$ cat src/rtl/cla_serial_add16.sv
// Digit-serial adder: two WIDTH-bit operands are added DIGIT bits per clock
// through a carry-look-ahead slice, least-significant digit first, with a
// registered carry between digits. Result is returned on a valid/ready port.
// WIDTH must be an integer multiple of DIGIT.
//
// state  | meaning
// -------+-------------------------------------------------------------
// S_IDLE | waiting for operands, in_ready=1
// S_RUN  | adding one digit per clock, NDIG clocks in total
// S_DONE | result presented with out_valid=1, held until out_ready

// One CLA slice. Each carry is a flat sum of products of g/p terms and the
// slice carry-in, so no carry depends on a lower computed carry.
module cla_slice #(
  parameter int DIGIT = 4
) (
  input  logic [DIGIT-1:0] a,
  input  logic [DIGIT-1:0] b,
  input  logic             cin,
  output logic [DIGIT-1:0] sum,
  output logic [DIGIT:0]   carry
);

  logic [DIGIT-1:0] gen;
  logic [DIGIT-1:0] prop;
  logic             prod;
  logic             term;

  assign gen  = a & b;
  assign prop = a ^ b;

  // carry[i+1] = g[i] | p[i]g[i-1] | ... | p[i..0]cin, built term by term
  always_comb begin
    carry    = '0;
    prod     = 1'b0;
    term     = 1'b0;
    carry[0] = cin;
    for (int i = 0; i < DIGIT; i++) begin
      term = 1'b0;
      for (int j = 0; j <= i; j++) begin
        prod = gen[j];
        for (int k = j + 1; k <= i; k++) begin
          prod = prod & prop[k];
        end
        term = term | prod;
      end
      prod = cin;
      for (int k = 0; k <= i; k++) begin
        prod = prod & prop[k];
      end
      carry[i+1] = term | prod;
    end
  end

  assign sum = prop ^ carry[DIGIT-1:0];

endmodule

module cla_serial_add16 #(
  parameter int WIDTH = 16,
  parameter int DIGIT = 4
) (
  input  logic             clk,
  input  logic             rst,
  input  logic             in_valid,
  output logic             in_ready,
  input  logic [WIDTH-1:0] a,
  input  logic [WIDTH-1:0] b,
  input  logic             cin,
  output logic             out_valid,
  input  logic             out_ready,
  output logic [WIDTH-1:0] sum,
  output logic             cout,
  output logic             ovf,
  output logic             busy
);

  localparam int NDIG = WIDTH / DIGIT;
  localparam int CW   = (NDIG > 1) ? $clog2(NDIG) : 1;

  typedef enum logic [1:0] {
    S_IDLE = 2'd0,
    S_RUN  = 2'd1,
    S_DONE = 2'd2
  } state_t;

  state_t            state;
  state_t            state_nxt;

  logic [WIDTH-1:0]  a_sh;
  logic [WIDTH-1:0]  b_sh;
  logic              carry_r;
  logic [CW-1:0]     cnt;

  logic [DIGIT-1:0]  slice_sum;
  logic [DIGIT:0]    slice_c;
  logic              last_digit;
  logic [WIDTH+DIGIT-1:0] sum_cat;

  cla_slice #(
    .DIGIT (DIGIT)
  ) u_slice (
    .a     (a_sh[DIGIT-1:0]),
    .b     (b_sh[DIGIT-1:0]),
    .cin   (carry_r),
    .sum   (slice_sum),
    .carry (slice_c)
  );

  assign last_digit = (cnt == CW'(NDIG - 1));
  // new digit enters at the top; the whole word moves down by one digit
  assign sum_cat    = {slice_sum, sum};

  // state register
  always_ff @(posedge clk or posedge rst) begin
    if (rst) begin
      state <= S_IDLE;
    end else begin
      state <= state_nxt;
    end
  end

  // next-state decode
  always_comb begin
    state_nxt = state;
    case (state)
      S_IDLE: if (in_valid)   state_nxt = S_RUN;
      S_RUN:  if (last_digit) state_nxt = S_DONE;
      S_DONE: if (out_ready)  state_nxt = S_IDLE;
      default:                state_nxt = S_IDLE;
    endcase
  end

  // operand capture, per-digit shift/add and result capture
  always_ff @(posedge clk or posedge rst) begin
    if (rst) begin
      a_sh    <= '0;
      b_sh    <= '0;
      carry_r <= 1'b0;
      cnt     <= '0;
      sum     <= '0;
      cout    <= 1'b0;
      ovf     <= 1'b0;
    end else begin
      case (state)
        S_IDLE: begin
          if (in_valid) begin
            a_sh    <= a;
            b_sh    <= b;
            carry_r <= cin;
            cnt     <= '0;
            sum     <= '0;
          end
        end
        S_RUN: begin
          sum     <= sum_cat[WIDTH+DIGIT-1:DIGIT];
          a_sh    <= a_sh >> DIGIT;
          b_sh    <= b_sh >> DIGIT;
          carry_r <= slice_c[DIGIT];
          cnt     <= cnt + CW'(1);
          if (last_digit) begin
            cout <= slice_c[DIGIT];
            // carry into the MSB XOR carry out of the MSB
            ovf  <= slice_c[DIGIT-1] ^ slice_c[DIGIT];
          end
        end
        default: begin
        end
      endcase
    end
  end

  // handshake outputs decode straight from the state register
  always_comb begin
    in_ready  = (state == S_IDLE);
    out_valid = (state == S_DONE);
    busy      = (state != S_IDLE);
  end

endmodule

$ cat config.mk
export PLATFORM = sky130hd
export DESIGN_NAME = cla_serial_add16
export DESIGN_NICKNAME = d
export VERILOG_FILES = /design/src/rtl/cla_serial_add16.sv
export SDC_FILE = /design/constraint.sdc
export NUM_CORES = 1
export LEC_CHECK = 0
export CAP_MARGIN = 20
export CORE_MARGIN = 4
export CORE_UTILIZATION = 49
export DETAILED_ROUTE_END_ITERATION = 10
export MAX_ROUTING_LAYER = met4
export PLACE_DENSITY = 0.79
export SLEW_MARGIN = 0
export SYNTH_ARGS = -nofsm -noshare
export SYNTH_HDL_FRONTEND = slang
export SYNTH_SLANG_ARGS = --single-unit
export TNS_END_PERCENT = 50
$ cat constraint.sdc
create_clock -name clk -period 2.5 [get_ports clk]
set_clock_uncertainty 0.1 [all_clocks]
set_input_delay 0.625 -clock clk [delete_from_list [all_inputs] [get_ports clk]]
set_output_delay 0.625 -clock clk [all_outputs]
set_load 0.05 [all_outputs]
Word-level counts from Yosys, hierarchy flattened
Index checks and enable logic that the tools add are counted.

word-level totals
  register bits after elaboration = 55
  logic and storage cells = 59
  input bits = 37
  output and inout port bits = 21

operators by class
  $add $sub $neg = 1
  bitwise operators = 24
  mux-type cells = 14
  equality and inequality tests = 6
  reduce and logical (&&, ||, !) cells = 6

operators by type and width
  kind                                            number
  one-hot mux 16 bit (2 select lines)             3
  two-way mux 16 bit                              3
  bitwise AND 1 bit                               10
  OR 1 bit                                        10
  two-way mux 2 bit                               4
  XOR 4 bit                                       2
  one-hot mux 2 bit (3 select lines)              1
  bitwise AND 4 bit                               1
  == test 2 bit (second input constant)           2
  != test 2 bit (second input constant)           2
  one-hot mux 2 bit (2 select lines)              1
  AND reduction 2 bit                             2
  nonzero test 2 bit                              2
  AND reduction 3 bit                             1
  adder 2 x 1 -> 2 bit (second input constant)    1
  == test 2 x 1 -> 1 bit (second input constant)  1
  logical NOT 2 bit                               1
  != test 2 x 1 -> 1 bit (second input constant)  1
  one-hot mux 1 bit (2 select lines)              1
  two-way mux 1 bit                               1
  XOR 1 bit                                       1

Logic depth before layout (Yosys ltp)
  depth in word-level cells = 9
  gate-level depth with buffers = 6
  mapped depth without buffers = 5

By module
Synthesis repeated with hierarchy kept, for this count alone.

unflattened totals
  cell total of the unflattened synthesis = 255
  area total of the unflattened synthesis = 2612.5 um2

by module, submodules not included
  module            seq. area each (um2)  cells each  times used  area each (um2)
  cla_serial_add16  1376.3                234         1           2439.8
  cla_slice         0.0                   21          1           172.7

Least setup slack after synthesis
Ideal clock, no wire load.

  path type = register -> output
  start = register state[0]
  end = output in_ready
  data required time = 1775 ps
  arrival = 1433 ps
  buffers on the path = 2
  slack = 342 ps
  cell stages (with the launch flop) = 5
  path through = dfrtp_1 -> buf_4 -> buf_2 -> or2_2 -> inv_1

between the ends
  longest elaborated chain between the ends = 1

ends and longest elaborated chain
  item                    line  source
  start, declared         87    state_t state;
  start signal, assigned  119   state <= state_nxt;
  logical NOT 2 bit       175   in_ready = (state == S_IDLE);
  end, declared           66    output logic in_ready,

No other way between the ends.

Final worst setup path
  start = register sum[11]
  end = output sum[11]

RTL lines
  item                    line  source
  start, declared         72    output logic [WIDTH-1:0] sum,
  start signal, assigned  156   sum <= sum_cat[WIDTH+DIGIT-1:DIGIT];

No word-level cell between the ends.

==> results.md <==
- Worst Setup Start Kind: flip-flop
- Pre-CTS setup slack: 0.291 ns
- Period minus WS final: 2.24 ns
- Status: finished, final reports clean
- Critical Path Fanout Max: 3
- Row count: 25
- Fin crit share: 89.5%
- Worst Setup Slack, final: 0.263 ns
- Detailed placement HPWL: 3.86 mm
- Initial antenna violation count: 0
- Vias: 1926
- Synthesized area: 2460 µm²
- Cell Pwr Density: 1300 nW/µm²
- Fmax: 447 MHz
- Largest net degree at the start of global routing: 56
- Net count, final: 328
- Crit end category: output port
- Pre-antenna DRT Iters: 4
- # IOs: 58
- GRT overflow: 0
- Final setup viols: 0
- Max Cap Viol: 0
- Max-slew violation count: 0
- Total GRT Usage: 19.0%
- Final core occ: 68.3%
- Syn Inst Count: 226
- Setup repair after global routing missed its margin: false
- Syn avg cell area: 10.9 µm²
- DR vias/cell: 5.47
- Register area share after synthesis: 55.9%
- Clock Latency Late Sink: 0.31 ns
- CP max stage cell: clkdlybuf4s50_1
- Drt drc: 0
- Leak Pwr: 1.46 nW
- CTS sink cnt: 55
- Die height: 78.9 µm
- Postcts setup bufs: 0
- Unique masters post-synth: 30
- Slew headroom: 66.2%
- CP delay by family, top: buffers and inverters
- Starting density of the core: 51.5%
- YS warnings: 0
- H-tree depth: 2
- Crit-path max cell delay: 0.82 ns
- Slew at the pin closest to its max-slew limit: 0.505 ns
- Reg clk slew, reported paths: 0.09 ns
- Critical-path cell list: clkdlybuf4s50_1
- Die area: 6230 µm²
- CTS tree: done
- DR WL/cell: 15.3 µm
- Synth Net Count: 270
- Tot Pwr: 4.26 mW
- Setup_tns: 0 ns
- Crit path kind: flip-flop to output port
- Max VDD drop: 0.000595 V
- WP data required: 1.77 ns
- Worst hold margin: 0.387 ns
- Area Growth Syn to Fin: 32.7%
- Clk root buf: clkbuf_8
- Core area: 4790 µm²
- WL final: 5.37 mm
- TritonCTS Buffers: 5
- Hold Violations, Final: 0
- Die Width: 78.9 µm
- CTS resizes: 0
- Hold Crit Class: flip-flop to flip-flop
- CTS Buffer Depth: 2
- Crit path buf inv count: 1
- Routed Antenna Nets: 0
- GPL Wtd Cong: 0.827
- Hold-fix buffers, CTS: 0
- Buffers on Ports: 57
- Vias in the first global route: 1822
- CP arrival: 1.51 ns
- First-pass GRT wire length: 8.97 mm
- Number of DRC markers in iteration 0: 122
- FF+latch count, synth: 55
- ANT cells: 0
- Share of layout cells above drive strength 1: 8.77%
## cells by family (layout without fill, tap and decap cells)
family | count (synthesis) | count (layout) | share of synthesized area (%)
AO/OA/AOI/OAI | 95 | 95 | 26.2
flip-flops | 55 | 55 | 55.9
AND/OR/NAND/NOR | 43 | 43 | 8.99
buffers and inverters | 25 | 84 | 4.72
adder cells (fa/ha/maj) | 7 | 7 | 3.86
XOR/XNOR | 1 | 1 | 0.356
## Yosys cell counts (all sizes together)
| library cell | count | area share, % |
|---|---|---|
| o21ai | 30 | 6.1 |
| a21oi | 12 | 2.4 |
| nand3b | 1 | 0.30 |
| nand2 | 22 | 3.4 |
| dfrtp | 55 | 56 |
| o21bai | 1 | 0.30 |
| buf | 14 | 3.0 |
| a22oi | 22 | 6.7 |
| or3 | 2 | 0.51 |
| nor2b | 8 | 2.0 |
| xor2 | 1 | 0.36 |
| inv | 8 | 1.2 |
| clkbuf | 3 | 0.46 |
| nand2b | 2 | 0.51 |
| and3b | 2 | 0.71 |
| a2111oi | 1 | 0.36 |
| a21o | 1 | 0.30 |
| a211o | 1 | 0.36 |
| nor2 | 3 | 0.46 |
| a22o | 22 | 7.8 |
| fa | 1 | 0.81 |
| o21a | 1 | 0.30 |
| o211ai | 1 | 0.30 |
| nor4b | 1 | 0.36 |
| or2 | 1 | 0.25 |
| o211a | 1 | 0.41 |
| ha | 6 | 3.0 |
| nor3b | 1 | 0.51 |
| a32o | 2 | 0.81 |
## report_power, final
group	internal, mW	switching [mW]
Combinational	0.908	1.33
Clock	0.253	0.277
Sequential	1.25	0.243
## layout make-up
class                      instances  area, µm²
timing repair buffer              68        696
tap                               67       83.8
fill                             392       1520
multi-input combinational        146        982
inverter                           8       30.0
clock buffer                       8        100
sequential                        55       1380
## final timing paths
check	start	to	slack (ns)	depth (start not counted)
min in group asynchronous	rst	b_sh[9]	0.56	3
setup reg to reg	a_sh[0]	sum[15]	0.52	5
max in group asynchronous	rst	sum[10]	1.49	3
hold reg to reg	a_sh[4]	a_sh[4]	0.39	2
hold / removal	a_sh[4]	a_sh[4]	0.39	2
setup / recovery	sum[11]	sum[11]	0.26	1
## placed cells by master, fill, tap and decap left out
| cell | n |
|---|---|
| and3b_1 | 2 |
| a21oi_1 | 12 |
| o21bai_4 | 1 |
| o21a_1 | 1 |
| or3_1 | 2 |
| buf_12 | 4 |
| inv_2 | 1 |
| o211a_1 | 1 |
| dfrtp_1 | 55 |
| o21ai_0 | 30 |
| nor2_1 | 3 |
| clkbuf_1 | 1 |
| xor2_1 | 1 |
| a22oi_1 | 22 |
| o211ai_1 | 1 |
| fa_1 | 1 |
| a211o_1 | 1 |
| a2111oi_0 | 1 |
| clkdlybuf4s50_1 | 54 |
| nand3b_1 | 1 |
| nor2b_1 | 8 |
| nor4b_1 | 1 |
| a22o_1 | 22 |
| or2_2 | 1 |
| nand2b_1 | 2 |
| ha_1 | 6 |
| buf_4 | 10 |
| nand2_1 | 22 |
| clkbuf_8 | 7 |
| a32o_1 | 2 |
| inv_1 | 7 |
| nor3b_2 | 1 |
| a21o_1 | 1 |
## state kept, by name (all words and copies together), names as in the netlist
register  count
sum          16
cnt           2
carry_r       1
cout          1
b_sh         16
ovf           1
a_sh         16
state         2
## metal layers
| layer | up-vias | part of all wire, % | GRT usage, % |
|---|---|---|---|
| met1 | 931 | 46 | 26.3 |
| met5 | - | 0 | - |
| met4 | 0 | 1.1 | 5.15 |
| li1 | 935 | - | - |
| met2 | 54 | 47 | 28.7 |
| met3 | 6 | 5.3 | 4.20 |
## through the flow
| stage | instances | instance area (µm²) |
|---|---|---|
| floorplan | 226 | 2460 |
| global placement | 344 | 3170 |
| detailed placement | 344 | 3170 |
| CTS | 352 | 3270 |
| global route | 352 | 3270 |
| finish | 352 | 3270 |
## worst reg2reg max path, cell delays in order (launching register included)
cell and delay [ns]:
dfrtp_1 0.40, ha_1 0.30, ha_1 0.21, o211a_1 0.25
or3_1 0.35, a32o_1 0.26
(Power assumes the default switching activity.)
==> RTL edit 1 (same flow settings) <==
Put one more register stage on the output `ovf`, with the module's reset. The value now appears one clock later. The other outputs are not delayed to match.
--- a/src/rtl/cla_serial_add16.sv
+++ b/src/rtl/cla_serial_add16.sv
@@ -85,4 +85,6 @@
   } state_t;
 
+  logic ovf_s0;
+
   state_t            state;
   state_t            state_nxt;
@@ -141,5 +143,5 @@
       sum     <= '0;
       cout    <= 1'b0;
-      ovf     <= 1'b0;
+      ovf_s0  <= 1'b0;
     end else begin
       case (state)
@@ -162,5 +164,5 @@
             cout <= slice_c[DIGIT];
             // carry into the MSB XOR carry out of the MSB
-            ovf  <= slice_c[DIGIT-1] ^ slice_c[DIGIT];
+            ovf_s0 <= slice_c[DIGIT-1] ^ slice_c[DIGIT];
           end
         end
@@ -178,4 +180,12 @@
   end
 
+  always_ff @(posedge clk or posedge rst) begin
+    if (rst) begin
+      ovf <= '0;
+    end else begin
+      ovf <= ovf_s0;
+    end
+  end
+
 endmodule
 
Formal check against the unedited RTL: not equivalent (Yosys sat finds a counterexample within 10 cycles, from zero or initial values and one cycle with rst high).
==> RTL edit 1 against the original RTL <==
Non-clock buffer count up 1; sequential cell count up 1; wire length up 5.2%; clock power up 22%; power up 2.7%; global-route usage up 0.64 points; synthesized area up 1.0%; setup slack worse by 0.025 ns; final area up 1.8%.
==> RTL edit 1: results (changes against the original RTL) <==
The maximum fanout encountered on the critical timing path is 3 (unchanged), and the transition at the pin with the smallest max-transition slack is 0.516 ns (+0.0109 ns). The clock buffer count from CTS was 5 (unchanged); the number of detailed-routing iterations run before antenna repair was 4 (unchanged). The clock insertion delay at the later pin of the skew report was 0.31 ns (about the same); the wire length of the first global-routing pass was 9320 um (+3.8%). The flow ran to the end, and the final reports show no timing, DRC or antenna violations. The post-CTS setup repair buffer count came out at 0 (unchanged). The count of warnings emitted by yosys is 0 (unchanged).

By area the synthesized netlist is led by sky130_fd_sc_hd__dfrtp_1, sky130_fd_sc_hd__a22o_1, sky130_fd_sc_hd__a22oi_1, sky130_fd_sc_hd__o21ai_0, sky130_fd_sc_hd__nand2_1. Critical path's largest stage delay: 0.82 ns (about the same). The startpoint of the most critical register-to-register path is a_sh[0]. The logs give 126 (+3.3%) for the DRC violation total after the first TritonRoute iteration and 394 (+0.51%) for the total of fill cells in the finished design. The run gives 2 (unchanged) as the deepest level of the CTS H-tree. The fraction of layout instances using a drive strength above 1 is 0.0941 (+0.00636). For the net count of the mapped netlist, the log shows 271 (+0.37%).

The run gives 0.563 (+0.00444) as the sequential cell area fraction in the yosys report. For the worst voltage drop across the vdd grid, the log shows 0.00107 V (+80%). Category of cells accounting for the largest share of critical-path delay: buffers and inverters.

The run gives 1952 (+7.1%) as the via count of the first global-routing pass. The number of antenna violations at the first check in global routing is 0 (unchanged), and the vias per cell is 5.51 (+0.62%). The tools report the category of the worst setup path launch point as a flop. The minimum setup slack after placement is 0.300 ns (+0.00961 ns), and the final weighted congestion of routability-driven global placement is 0.770 (-6.9%). The antenna diode count was 0 (unchanged); the clock transition at the registers of the reported paths was 0.10 ns.

The largest registers in the layout are a_sh (16), b_sh (16), sum (16). The tools report the buffer cell driving the clock tree root as sky130_fd_sc_hd__clkbuf_8. The half-perimeter wire length after detailed placement was 4110 um (+6.5%). The run gives 0.197 (+0.00636) as the global-route total usage across every layer. The largest individual stage delay along the critical path comes from the cell sky130_fd_sc_hd__clkdlybuf4s50_1. The logs give 1.86 mW (+0.73%) for the net switching component of the power and 330 (+0.61%) for the total number of nets in the final design. The number of buffers on the longest clock path was 2 (unchanged); the quantity of gates resized following cts was 0 (unchanged). The maximum number of pins on one net before global-route repair is 34 (-39%), and the arrival time of the worst setup path is 1.54 ns (+0.03 ns).

The number of library cell types mapped by synthesis is 30 (unchanged). The count of buffers from port buffering works out to 57 (unchanged). In the synthesized netlist, the cells that appear most often are sky130_fd_sc_hd__dfrtp_1, sky130_fd_sc_hd__o21ai_0, sky130_fd_sc_hd__a22o_1, sky130_fd_sc_hd__a22oi_1, sky130_fd_sc_hd__nand2_1. The average routed wire per standard cell came out at 16.0 um (+4.6%). The tools report the critical hold path startpoint as ovf_s0. The leakage power of the design is 1.50 nW (+2.3%). The classification of the worst-slack hold path was flop to flop. The fraction of registers with async set/reset was 1.00 (unchanged). The most critical setup path has its startpoint at sum[8].
## RTL edit 1: cell type report
type	count	share of cell area
flip-flops and latches	56	0.421
repair buffers	69	0.211
inverters	8	0.00903
clock inverters	1	0.00903
multi-input cells	146	0.295
well taps	67	0.0252
clock buffers	7	0.0290
## RTL edit 1: final timing paths
| path | to | cells past startpoint | slack [ns] |
|---|---|---|---|
| setup / recovery | sum[8] | 1 | 0.24 |
| hold / removal | ovf | 0 | 0.31 |
| setup reg to reg | sum[15] | 5 | 0.51 |
| hold reg to reg | ovf | 0 | 0.31 |
| max in group asynchronous | sum[14] | 3 | 1.28 |
| min in group asynchronous | b_sh[12] | 2 | 0.54 |
## RTL edit 1: cell families after synthesis
kind of cell	count (synthesis)	synth area share
XOR/XNOR	1	0.00352
AO/OA/AOI/OAI	95	0.259
flip-flops	56	0.563
adder cells (fa/ha/maj)	7	0.0382
buffers and inverters	25	0.0468
AND/OR/NAND/NOR	43	0.0890
## RTL edit 1: metal layers
metal | vias up | wire, um | part of all wire | global-route usage
li1 | 947 | - | - | -
met1 | 939 | 2480 | 0.44 | 0.257
met2 | 57 | 2800 | 0.49 | 0.315
met3 | 6 | 312 | 0.055 | 0.0397
met4 | 0 | 59 | 0.010 | 0.0515
met5 | - | 0 | 0 | -
## RTL edit 1: stage by stage
stage,hold slack (ns),instances,cell area (um2)
finish,0.306,354,3330
global route,0.327,354,3330
CTS,0.312,354,3330
detailed placement,0.293,346,3200
global placement,0.277,346,3200
floorplan,0.255,227,2490
## RTL edit 1: power groups by stage
stage	Sequential, mW	Clock, mW	Combinational, mW
2_1_floorplan	1.90	0	1.11
3_3_place_gp	1.53	0	2.15
3_5_place_dp	1.55	0	2.21
4_1_cts	1.53	0.650	2.22
5_1_grt	1.58	0.692	2.38
6_report	1.53	0.649	2.20
==> RTL edit 2 (config.mk and constraints unchanged) <==
Made on the original files. `WIDTH`: 16 -> 64.
--- a/src/rtl/cla_serial_add16.sv
+++ b/src/rtl/cla_serial_add16.sv
@@ -58,5 +58,5 @@
 
 module cla_serial_add16 #(
-  parameter int WIDTH = 16,
+  parameter int WIDTH = 64,
   parameter int DIGIT = 4
 ) (
Interface: changed (resized a, b and sum); port bits go from 58 to 202. No check against the original RTL was run, so the function may have changed too.
==> RTL edit 2 against the original RTL <==
Sequential cell count is 146 higher; highest routed layer unchanged; core utilization is 0.23 points higher; final area rose to 3.5 times the old value; largest power group unchanged; critical endpoint is now sum[63]; die area increased to 3.1 times the old value; cell count grew to 3.3 times the old value; via count increased to 3.5 times the old value; critical path depth unchanged; global-route usage increased by 3.3 points; power grew to 3.6 times the old value; wire length grew to 3.9 times the old value; setup slack worse by 0.22 ns; combinational power rose to 2.9 times the old value; critical path type unchanged; synthesized area rose to 3.4 times the old value.
==> RTL edit 2: results (changes against the original RTL) <==
For the maximum number of pins on one net before global-route repair, the log shows 72 (+29%). Proportion of synthesized area in mux cells: 0.00119 (+0.00119). The clock buffer count from CTS is 22 (+17). The xor and xnor fraction of the mapped netlist area was 0.00104 (-0.00252); the count of inverters other than clock inverters in the layout was 6 (-2). The tools report the total of fill cells in the finished design as 1283 (+230%).

The vias per cell came out at 5.74 (+5.0%). The tools report the startpoint of the most critical register-to-register path as b_sh[0]. The relative area of clock buffers and inverters in the final design came out at 0.0667 (+0.0361). The critical path launch point was sum[63]. The buffer cell driving the clock tree root was sky130_fd_sc_hd__clkbuf_16. The largest registers in the layout are a_sh (64), b_sh (64), sum (64). The global-route total usage across every layer came out at 0.223 (+0.0325).

The run gives 5 (+1) as the number of detailed-routing iterations run before antenna repair. In this run the worst setup path terminates at sum[63]. The logs give 21200 um (+290%) for the total detailed-routing wirelength and 0.56 ns (+0.04 ns) for the internal reg-to-reg setup slack. The tools report the remaining max-slew budget at the tightest pin as 0.628 (-0.0343). The highest achievable clock rate was 408 MHz (-8.8%); the clock transition at the registers of the reported paths was 0.06 ns (-0.03 ns). Counting instances in the post-synthesis netlist gives the leading cell types as sky130_fd_sc_hd__dfrtp_1, sky130_fd_sc_hd__nand2_1, sky130_fd_sc_hd__a22oi_1, sky130_fd_sc_hd__o21ai_0, sky130_fd_sc_hd__a22o_1. Layout multi-input combinational cell count: 488 (+230%). The die footprint was 19400 um2 (+210%); the maximum fanout encountered on the critical timing path was 3 (unchanged). The fraction of layout instances using a drive strength above 1 came out at 0.0722 (-0.0155). The critical path's largest stage delay is 0.84 ns (+0.02 ns). The worst register-to-register path ends at carry_r.

The tools report the fraction of met2 tracks used by global routing as 0.341 (+0.0537). The final weighted congestion of routability-driven global placement is 0.798 (-3.5%), and the mean cell area of the mapped netlist is 11.0 um2 (+1.0%). For the net count of the mapped netlist, the log shows 905 (+240%).

The tools report the clock insertion delay at the later pin of the skew report as 0.49 ns (+0.18 ns). The DRC violation total after the first TritonRoute iteration came out at 462 (+280%). The switching power share of the total is 0.398 (-0.0355), and the non-clock buffer count in the final layout is 222 (+230%). The classification of the worst-slack hold path is input pin to asynchronous set/reset pin. The tools report the worst hold slack after final layout as 0.331 ns (-0.0553 ns). The tools report the wire length of the first global-routing pass as 35200 um (+290%). The logs give 33 (+25) for the final-layout clock buffer total and 3020 um2 (+210%) for the area of combinational cells with multiple inputs.

The share of the synthesized area in compound gates (AO/OA/AOI/OAI) was 0.272 (+0.00992); the worst voltage drop across the vdd grid was 0.000828 V (+39%). The run finished with clean final reports. The minimum setup slack after placement was 0.109 ns (-0.182 ns). The run gives 1.73 ns (+0.22 ns) as the arrival time of the worst setup path. The tools report the sequential-cell power consumption as 5.49 mW (+270%).

The total placed instance area is 10700 um2 (+240%), and the post-synthesis sequential element count is 201 (+270%).
==> RTL edit 2: cell types whose count changed in the layout (fill, tap and decap cells not counted), moves of 4 or more <==
cell                              change
sky130_fd_sc_hd__o21ai_1             +30
sky130_fd_sc_hd__dfrtp_1            +144
sky130_fd_sc_hd__clkinv_2             +4
sky130_fd_sc_hd__a22oi_1             +98
sky130_fd_sc_hd__a22o_1              +47
sky130_fd_sc_hd__buf_12               +9
sky130_fd_sc_hd__nand2_1            +101
sky130_fd_sc_hd__o21ai_0             +67
sky130_fd_sc_hd__nor2b_1              -4
sky130_fd_sc_hd__a21oi_1              -7
sky130_fd_sc_hd__clkbuf_16           +23
sky130_fd_sc_hd__clkdlybuf4s50_1    +144
==> RTL edit 2: routing by layer <==
metal,routed length (um),part of all wire
met5,0,0
met4,327,0.015
met3,1400,0.066
met2,10200,0.48
met1,9300,0.44
